## config.mk

```make
export PLATFORM = sky130hd
export DESIGN_NAME = booth_mult_seq
export DESIGN_NICKNAME = d
export VERILOG_FILES = /design/src/rtl/alu_pkg.sv /design/src/rtl/booth_step.sv /design/src/rtl/booth_mult_seq.sv
export SDC_FILE = /design/constraint.sdc
export NUM_CORES = 1
export LEC_CHECK = 0
export BUFFER_PORTS_ARGS = -buffer_cell sky130_fd_sc_hd__buf_4
export CAP_MARGIN = 20
export CORE_MARGIN = 2
export CORE_UTILIZATION = 45
export DETAILED_ROUTE_END_ITERATION = 8
export GPL_TIMING_DRIVEN = 0
export PLACE_DENSITY = 0.75
export SKIP_CTS_REPAIR_TIMING = 1
export SLEW_MARGIN = 20
export SYNTH_ARGS = -nofsm -noshare
export SYNTH_HDL_FRONTEND = slang
export SYNTH_HIERARCHICAL = 1
export SYNTH_SLANG_ARGS = --single-unit
```

## constraint.sdc

```tcl
create_clock -name clk -period 3.55 [get_ports clk]
set_input_delay 0 -clock clk [delete_from_list [all_inputs] [get_ports clk]]
set_output_delay 0 -clock clk [all_outputs]
set_load 0.02 [all_outputs]
```

## src/rtl/alu_pkg.sv

```systemverilog
// -----------------------------------------------------------------------------
// alu_pkg
//   Definitions shared by the ALU arithmetic blocks (Booth multiplier and the
//   non-restoring divider that sits beside it on the same operand/result buses).
//
//   ALU_WIDTH     default operand width of the ALU datapath
//   mult_state_t  control states of the sequential multiplier
// -----------------------------------------------------------------------------
package alu_pkg;

  localparam int ALU_WIDTH = 32;

  typedef enum logic [1:0] {
    IDLE = 2'd0,  // waiting for operands, in_ready high
    CALC = 2'd1,  // one Booth add/sub + shift per clock
    DONE = 2'd2   // product presented, waiting for out_ready
  } mult_state_t;

  // True when a 2*w-bit signed value cannot be represented in w signed bits,
  // i.e. the bits from the top down to bit w-1 are not all copies of the sign.
  // The slice is passed in already extracted so the function is width-agnostic.
  function automatic logic sign_bits_differ(input logic [63:0] top_bits,
                                            input int unsigned n_bits);
    logic all_ones;
    logic all_zeros;
    all_ones  = 1'b1;
    all_zeros = 1'b1;
    for (int unsigned i = 0; i < 64; i++) begin
      if (i < n_bits) begin
        all_ones  = all_ones  & top_bits[i];
        all_zeros = all_zeros & ~top_bits[i];
      end
    end
    return !(all_ones || all_zeros);
  endfunction

endpackage : alu_pkg

```

## src/rtl/booth_step.sv

```systemverilog
// -----------------------------------------------------------------------------
// booth_step
//   One combinational radix-2 Booth iteration: conditional add/subtract of the
//   multiplicand into the accumulator, then an arithmetic right shift of the
//   concatenated {A, Q, Q_-1} register by one position.
//
//   Ports
//     a_i     [WIDTH:0]    accumulator A (one guard bit so -M never overflows)
//     q_i     [WIDTH-1:0]  multiplier / low product bits Q
//     q_m1_i               Q_-1, the bit shifted out of Q on the previous step
//     m_i     [WIDTH:0]    sign-extended multiplicand M
//     a_o, q_o, q_m1_o     the same three fields after this step
// -----------------------------------------------------------------------------
module booth_step #(
  parameter int WIDTH = 32
) (
  input  logic [WIDTH:0]   a_i,
  input  logic [WIDTH-1:0] q_i,
  input  logic             q_m1_i,
  input  logic [WIDTH:0]   m_i,
  output logic [WIDTH:0]   a_o,
  output logic [WIDTH-1:0] q_o,
  output logic             q_m1_o
);

  logic [WIDTH:0] sum;

  // NOTE: every signal written in always_comb gets a default first so that no
  // path through the case leaves it unassigned, which would infer a latch.
  always_comb begin
    sum = a_i;
    unique case ({q_i[0], q_m1_i})
      2'b01:   sum = a_i + m_i;           // end of a run of ones: add M
      2'b10:   sum = a_i + (~m_i) + 1'b1; // start of a run of ones: subtract M
      default: sum = a_i;                 // inside a run: no change
    endcase
  end

  // Arithmetic shift right of {sum, q_i, q_m1_i}; the accumulator sign is
  // replicated into the vacated MSB.
  assign a_o    = {sum[WIDTH], sum[WIDTH:1]};
  assign q_o    = {sum[0], q_i[WIDTH-1:1]};
  assign q_m1_o = q_i[0];

endmodule : booth_step

```

## src/rtl/booth_mult_seq.sv

```systemverilog
// -----------------------------------------------------------------------------
// booth_mult_seq
//   Sequential signed radix-2 Booth multiplier. Operands are accepted with a
//   valid/ready handshake, WIDTH Booth steps run one per clock, and the 2*WIDTH
//   product is held registered until the consumer accepts it.
//
//   Optional feature macro: BOOTH_OVF_EN
//     defined   -> ovf output present; set when the product does not fit in
//                  WIDTH signed bits, registered together with product.
//     undefined -> no ovf port and no overflow logic.
//
//   Ports
//     clk           rising-edge clock
//     rst_n         asynchronous active-low reset
//     in_valid      operands valid
//     in_ready      idle, operands can be accepted
//     multiplicand  signed M, sampled on accept
//     multiplier    signed Q, sampled on accept
//     out_valid     product valid, held until accepted
//     out_ready     consumer accepts product
//     ovf           (BOOTH_OVF_EN only) product overflows WIDTH signed bits
//     product       signed M*Q, 2*WIDTH bits
// -----------------------------------------------------------------------------
module booth_mult_seq
  import alu_pkg::*;
#(
  parameter int WIDTH = ALU_WIDTH
) (
  input  logic                 clk,
  input  logic                 rst_n,
  input  logic                 in_valid,
  output logic                 in_ready,
  input  logic [WIDTH-1:0]     multiplicand,
  input  logic [WIDTH-1:0]     multiplier,
  output logic                 out_valid,
  input  logic                 out_ready,
`ifdef BOOTH_OVF_EN
  output logic                 ovf,
`endif
  output logic [2*WIDTH-1:0]   product
);

  localparam int CNT_W = $clog2(WIDTH + 1);

  mult_state_t          state_q, state_d;
  logic [CNT_W-1:0]     count_q, count_d;
  logic [WIDTH:0]       a_q, a_d;
  logic [WIDTH-1:0]     q_q, q_d;
  logic                 q_m1_q, q_m1_d;
  logic [WIDTH:0]       m_q, m_d;
  logic [2*WIDTH-1:0]   product_q, product_d;
`ifdef BOOTH_OVF_EN
  logic                 ovf_q, ovf_d;
`endif

  logic [WIDTH:0]       step_a;
  logic [WIDTH-1:0]     step_q;
  logic                 step_q_m1;
  logic [2*WIDTH-1:0]   step_product;

  booth_step #(.WIDTH(WIDTH)) u_step (
    .a_i    (a_q),
    .q_i    (q_q),
    .q_m1_i (q_m1_q),
    .m_i    (m_q),
    .a_o    (step_a),
    .q_o    (step_q),
    .q_m1_o (step_q_m1)
  );

  // The guard bit of A is dropped: after WIDTH steps the true product always
  // fits in {A[WIDTH-1:0], Q}, including (-2^(WIDTH-1))^2.
  assign step_product = {step_a[WIDTH-1:0], step_q};

  always_comb begin
    state_d   = state_q;
    count_d   = count_q;
    a_d       = a_q;
    q_d       = q_q;
    q_m1_d    = q_m1_q;
    m_d       = m_q;
    product_d = product_q;
`ifdef BOOTH_OVF_EN
    ovf_d     = ovf_q;
`endif

    unique case (state_q)
      IDLE: begin
        if (in_valid) begin
          a_d     = '0;
          q_d     = multiplier;
          q_m1_d  = 1'b0;
          m_d     = {multiplicand[WIDTH-1], multiplicand};
          count_d = CNT_W'(WIDTH);
          state_d = CALC;
        end
      end

      CALC: begin
        a_d     = step_a;
        q_d     = step_q;
        q_m1_d  = step_q_m1;
        count_d = count_q - 1'b1;
        // The step that brings count to zero is the last one; its result is
        // captured straight into the output register on the same edge.
        if (count_q == CNT_W'(1)) begin
          state_d   = DONE;
          product_d = step_product;
`ifdef BOOTH_OVF_EN
          ovf_d     = sign_bits_differ(64'(step_product[2*WIDTH-1:WIDTH-1]),
                                       unsigned'(WIDTH + 1));
`endif
        end
      end

      DONE: begin
        if (out_ready) state_d = IDLE;
      end

      default: state_d = IDLE;
    endcase
  end

  // NOTE: sequential state uses non-blocking assignments so every flop samples
  // the pre-edge values, independent of statement order. All datapath
  // registers are reset too, so a mid-operation reset leaves nothing stale.
  always_ff @(posedge clk or negedge rst_n) begin
    if (!rst_n) begin
      state_q   <= IDLE;
      count_q   <= '0;
      a_q       <= '0;
      q_q       <= '0;
      q_m1_q    <= 1'b0;
      m_q       <= '0;
      product_q <= '0;
`ifdef BOOTH_OVF_EN
      ovf_q     <= 1'b0;
`endif
    end else begin
      state_q   <= state_d;
      count_q   <= count_d;
      a_q       <= a_d;
      q_q       <= q_d;
      q_m1_q    <= q_m1_d;
      m_q       <= m_d;
      product_q <= product_d;
`ifdef BOOTH_OVF_EN
      ovf_q     <= ovf_d;
`endif
    end
  end

  // Handshake flags decode directly from the state register, so they are
  // glitch-free and change only on clock edges.
  assign in_ready  = (state_q == IDLE);
  assign out_valid = (state_q == DONE);
  assign product   = product_q;
`ifdef BOOTH_OVF_EN
  assign ovf       = ovf_q;
`endif

endmodule : booth_mult_seq

```

* Yosys cells after proc, flatten, opt, wreduce, memory -nomap -nowiden
Index checks and enable logic that the tools add are counted.
Operators by class: add/subtract/negate cells 4, eq/ne operators 8, mux-type cells 13, bitwise logic cells 1, reduce and logical (&&, ||, !) cells 6
Operators with widths (number):
- $pmux 33 s2 | 2
- $add 33x33->33 | 2
- $pmux 32 s2 | 1
- $add 33x1->33 const B | 1
- $mux 33 | 1
- $not 33->33 | 1
- $mux 32 | 1
- $pmux 6 s2 | 1
- $eq 6x1->1 const B | 1
- $mux 2 | 3
- $mux 6 | 1
- $pmux 2 s3 | 1
- $reduce_and 2->1 | 3
- $sub 6x1->6 const B | 1
- $eq 2x1->1 const B | 2
- $eq 2x2->1 const B | 2
- $ne 2x2->1 const B | 2
- $reduce_and 3->1 | 1
- $logic_not 2->1 | 1
- $ne 2x1->1 const B | 1
- $pmux 1 s2 | 1
- $reduce_bool 2->1 | 1
- $mux 1 | 1
Storage, ports and cells: bits in registers 170, input bits 68, output and inout port bits 66, logic and storage cells 39

* Logic depth before layout (Yosys ltp)
depth in word-level cells 5, gate-level depth with buffers 15, gate-level depth less buffers 14

* By module
Netlist, hierarchy kept.
Modules (own cells, without submodules):
- booth_mult_seq | times used 1, cells each 599, area an instance 6841.6 µm², seq. area each 4254.1 µm²
- booth_step | times used 1, cells each 717, area an instance 4654.5 µm², seq. area each 0.0 µm²

* Worst setup path before layout
Ideal clock, no wire load.
kind reg-to-reg, start register a_q[0], end register a_q[32], setup time 0.066 ns, data arrival time 2.982 ns, required time 3.484 ns, setup slack 0.502 ns, stages on the path, launching flop included 16, buffers on the path 1, period minus slack after synthesis 3.048 ns, cell sequence dfrtp_1 -> ha_1 -> inv_1 -> fa_1 -> o21bai_1 -> o2111ai_1 -> a31oi_2 -> a31oi_1 -> o21ai_2 -> a21oi_2 -> or3_1 -> and3_1 -> o2111ai_1 -> buf_4 -> nand2_1 -> nand2_1
Between the ends: word-level cells in the longest chain between the ends 4, elaborated cells on any way between the ends 5, those cells by class add/sub: 3; mux: 2
Ends and longest elaborated chain:
- start: declaration | RTL line booth_mult_seq.sv:47 | logic [WIDTH:0] a_q, a_d;
- start signal: assignment | RTL line booth_mult_seq.sv:131 | a_q <= '0;
- start signal: assignment | RTL line booth_mult_seq.sv:142 | a_q <= a_d;
- $add 33x33->33 | RTL line booth_step.sv:34 | 2'b10: sum = a_i + (~m_i) + 1'b1;
- $add 33x1->33 | RTL line booth_step.sv:34
- $pmux 33 s2 * | RTL line booth_step.sv:32 | unique case ({q_i[0], q_m1_i})
- named net step_a[31] | RTL line booth_mult_seq.sv:56 | logic [WIDTH:0] step_a;
- $pmux 33 s2 * | RTL line booth_mult_seq.sv:87 | unique case (state_q)
Mark *: on every way through the listed nets, which the timed path passes. The rest lies on a longest branch. A chain may end at the register's enable or synchronous reset.

* Worst setup path in the final report
start register m_q[5], end register product_q[63] (netlist: product[63])
Between the ends: word-level cells in the longest chain between the ends 4, elaborated cells on any way between the ends 5, those cells by class add/sub: 3; mux: 1; bitwise: 1
Ends and longest elaborated chain:
- start: declaration | RTL line booth_mult_seq.sv:50 | logic [WIDTH:0] m_q, m_d;
- start signal: assignment | RTL line booth_mult_seq.sv:145 | m_q <= m_d;
- $not 33->33 | RTL line booth_step.sv:34
- $add 33x33->33 | RTL line booth_step.sv:34
- $add 33x1->33 | RTL line booth_step.sv:34
- $pmux 33 s2 * | RTL line booth_step.sv:32
- named net step_a[31] | RTL line booth_mult_seq.sv:56
- end signal: assignment | RTL line booth_mult_seq.sv:146 | product_q <= product_d;
- end: declaration | RTL line booth_mult_seq.sv:51 | logic [2*WIDTH-1:0] product_q, product_d;
Marks and branches as above.

==> results.yml <==
clock_network:
  cts_sinks: 170
  cts_buffers: 17
  clockRootBuffer: "clkbuf_16"
  cts.clk_slew.worst_paths_ns: 0.08
  cts.path.max_buffers: 2
  cts_max_level: 4
  cts_tree: "yes"
  insertion_delay_ns: 0.45
placement:
  pre_cts_slack_ns: -0.371
  io_buffers: 133
  place_congestion: 0.947
  dp_hpwl_um: 25200
  placed_cells: 1780
  place_area_mm2: 0.0129
worst_setup_path:
  critPathMaxFanout: 7
  cp-startpoint: "m_q[5]"
  path_class: "reg -> reg"
  cp_slowest_cell: "a21oi_2"
  ff2ff_path_depth: 13
  path_cells: "inv_1 -> ha_1 -> buf_2 -> clkinv_1 -> a21oi_2 -> a31oi_4 -> a31oi_2 -> o21ai_4 -> a21oi_4 -> or3_1 -> and3_1 -> o2111ai_2 -> mux2_2"
  required_ns: 3.88
  path_delay_family: "compound AO/OA/AOI/OAI gates"
  r2r_end: "product[63]"
  slowest_delay_ns: 0.39
  start_kind: "register"
  cp-end-kind: "register"
  critPathBufInv: 3
  worst_ep_arrival_time_ns: 3.77
  r2r-start: "m_q[5]"
  r2r_slack_ns: 0.11
power_and_ir_drop:
  clockPowerShare: 0.133
  swShare: 0.503
  ir_drop_uv: 450
  intPower_mw: 7.64
  pwr-share-comb: 0.644
  p_total_mw: 15.4
  powerDensity_mw_per_mm2: 1060
  p_leak_nw: 7.22
  power_frac_seq: 0.224
  p_switching_mw: 7.72
die:
  fp.dieW_um: 164
  ios: 134
  fp-row-count: 58
  die_h_um: 164
  initial_core_util: 0.458
  core_mm2: 0.0251
  dieArea_mm2: 0.0268
sta:
  timing.fmax_mhz: 291
  finalSetupViolations: 0
  min_period_over_period: 0.968
  finalCriticalPeriod_ns: 3.44
  worst_pin_slew_ns: 0.889
  skew_ns: 0.0170
  slew_headroom: 0.407
  drv_slew: 0
  hold_violations: 0
  fin_ws_ns: 0.112
global_route:
  grt_max_degree: 99
  antenna_found_initial: 0
  grt_pass1_vias: 10100
  grtUsageTotal: 0.260
  overflow: 0
  grt_pass1_wl_um: 54700
routing:
  post-route-drc-count: 0
  drt_iter0_markers: 984
  totalWireLength_um: 36100
  wl_per_cell_um: 19.2
  routed_via_density: 5.67
  via_count: 10700
  ant_nets: 0
  first_pass_iters: 5
synthesis:
  synth_edf_count: 0
  yosys_register_bits: 170
  syn_avg_cell_area_um2: 8.74
  synth_nets: 1454
  async_flop_share: 1.00
  synth_top_area_share: 0.370
  synth_area_leaders: "dfrtp_1, nand2_1, ha_1"
  synth_top_area_cell: "dfrtp_1"
  synthCells: 1316
  synth_flop_cell: "dfrtp_1"
  yosysSeqAreaShare: 0.370
  synth_cell_types: 80
  synth_area_mm2: 0.0115
  ys_warn_count: 6
layout:
  syn_to_final_growth_pct: 25.9
  instances_no_fill: 1882
  fillCellCount: 2233
  postLayoutCellArea_mm2: 0.0145
  fin_util: 0.577
  n_antenna_cell: 0
  mostFrequentLayoutCell: "nand2_1"
  drive_gt1_frac: 0.213
  final_cell_mix: "nand2_1, buf_4, dfrtp_1, inv_1, a21oi_1"
  nets: 1677
worst_hold_path:
  hp-class: "in -> reg"
  whs_endpoint: "q_q[31]"
  holdCritStartpoint: "in_valid"
  worstHoldPathCells: 4
job:
  cap_violations: 0
status:
  outcome: "finished, final reports clean"
## cells in the mapped netlist, types with 27 or more instances
cell type  number
clkbuf_1       50
nand2_1       295
mux2_4         49
xnor2_1        27
o21ai_0        43
nor2_1         56
a21oi_1        74
buf_4          33
ha_1           68
nand3_1        49
a22oi_1        43
inv_1          74
dfrtp_1       170
## through the flow
step	hold slack, ns	setup TNS (ns)
detailed placement	0.0128	-1.83
finish	0.0277	0
global placement	0.191	-1.51
CTS	-0.459	-2.23
global route	0.0571	-0.0608
floorplan	-0.296	0
## registers in the layout (all words and copies together) (netlist names)
signal,flops
state_q,2
product,64
count_q,6
m_q,32
q_m1_q,1
q_q,32
a_q,33
## power by group through the flow
stage	Combinational (mW)	Clock, mW	Sequential [mW]
finish	9.89	2.04	3.44
global route	10.7	2.13	3.54
CTS	9.34	2.06	3.43
detailed placement	9.29	0	3.44
global placement	9.18	0	3.41
floorplan	6.33	0	3.64
## worst reg2reg max path, stage by stage (launching register included)
cell and delay (ns):
dfrtp_1 0.38, inv_1 0.09, ha_1 0.29, buf_2 0.19
clkinv_1 0.23, a21oi_2 0.39, a31oi_4 0.15, a31oi_2 0.39
o21ai_4 0.13, a21oi_4 0.27, or3_1 0.18, and3_1 0.17
o2111ai_2 0.16, mux2_2 0.30
## how the worst max path moves through the flow
stage / cells after the start / slack (ns) / to
3_3_place_gp: 13 / -0.36 / product[57]
4_1_cts: 13 / -0.42 / product[57]
6_report: 13 / 0.11 / product[63]
3_5_place_dp: 13 / -0.37 / product[57]
2_1_floorplan: 15 / 0.50 / a_q[32]
5_1_grt: 15 / -0.03 / a_q[32]
## per-layer routing
layer	wire (um)	part of all wire	track usage
met4	1220	0.034	0.0921
met5	0	0	0
met2	16600	0.46	0.418
met3	2510	0.070	0.0515
met1	15700	0.44	0.351
## logic make-up (layout without fill, tap and decap cells)
group / Yosys count / count (layout) / share of synthesized area
multiplexers: 67 / 67 / 0.0814
flip-flops: 170 / 170 / 0.370
AND/OR/NAND/NOR: 486 / 486 / 0.184
buffers and inverters: 186 / 422 / 0.0765
adder cells (fa/ha/maj): 70 / 70 / 0.0775
XOR/XNOR: 31 / 31 / 0.0236
AO/OA/AOI/OAI: 306 / 306 / 0.187
## cell type report
class	instances	area (um^2)	area share
Clock buffer	17	425	0.0294
Buffer	106	581	0.0401
Sequential cell	170	4250	0.294
Clock inverter	15	221	0.0153
Tap cell	330	413	0.0285
Multi-Input combinational cell	960	6550	0.452
Inverter	78	293	0.0202
Timing Repair Buffer	206	1740	0.120
Note: power is estimated with default switching activity, not from simulation.
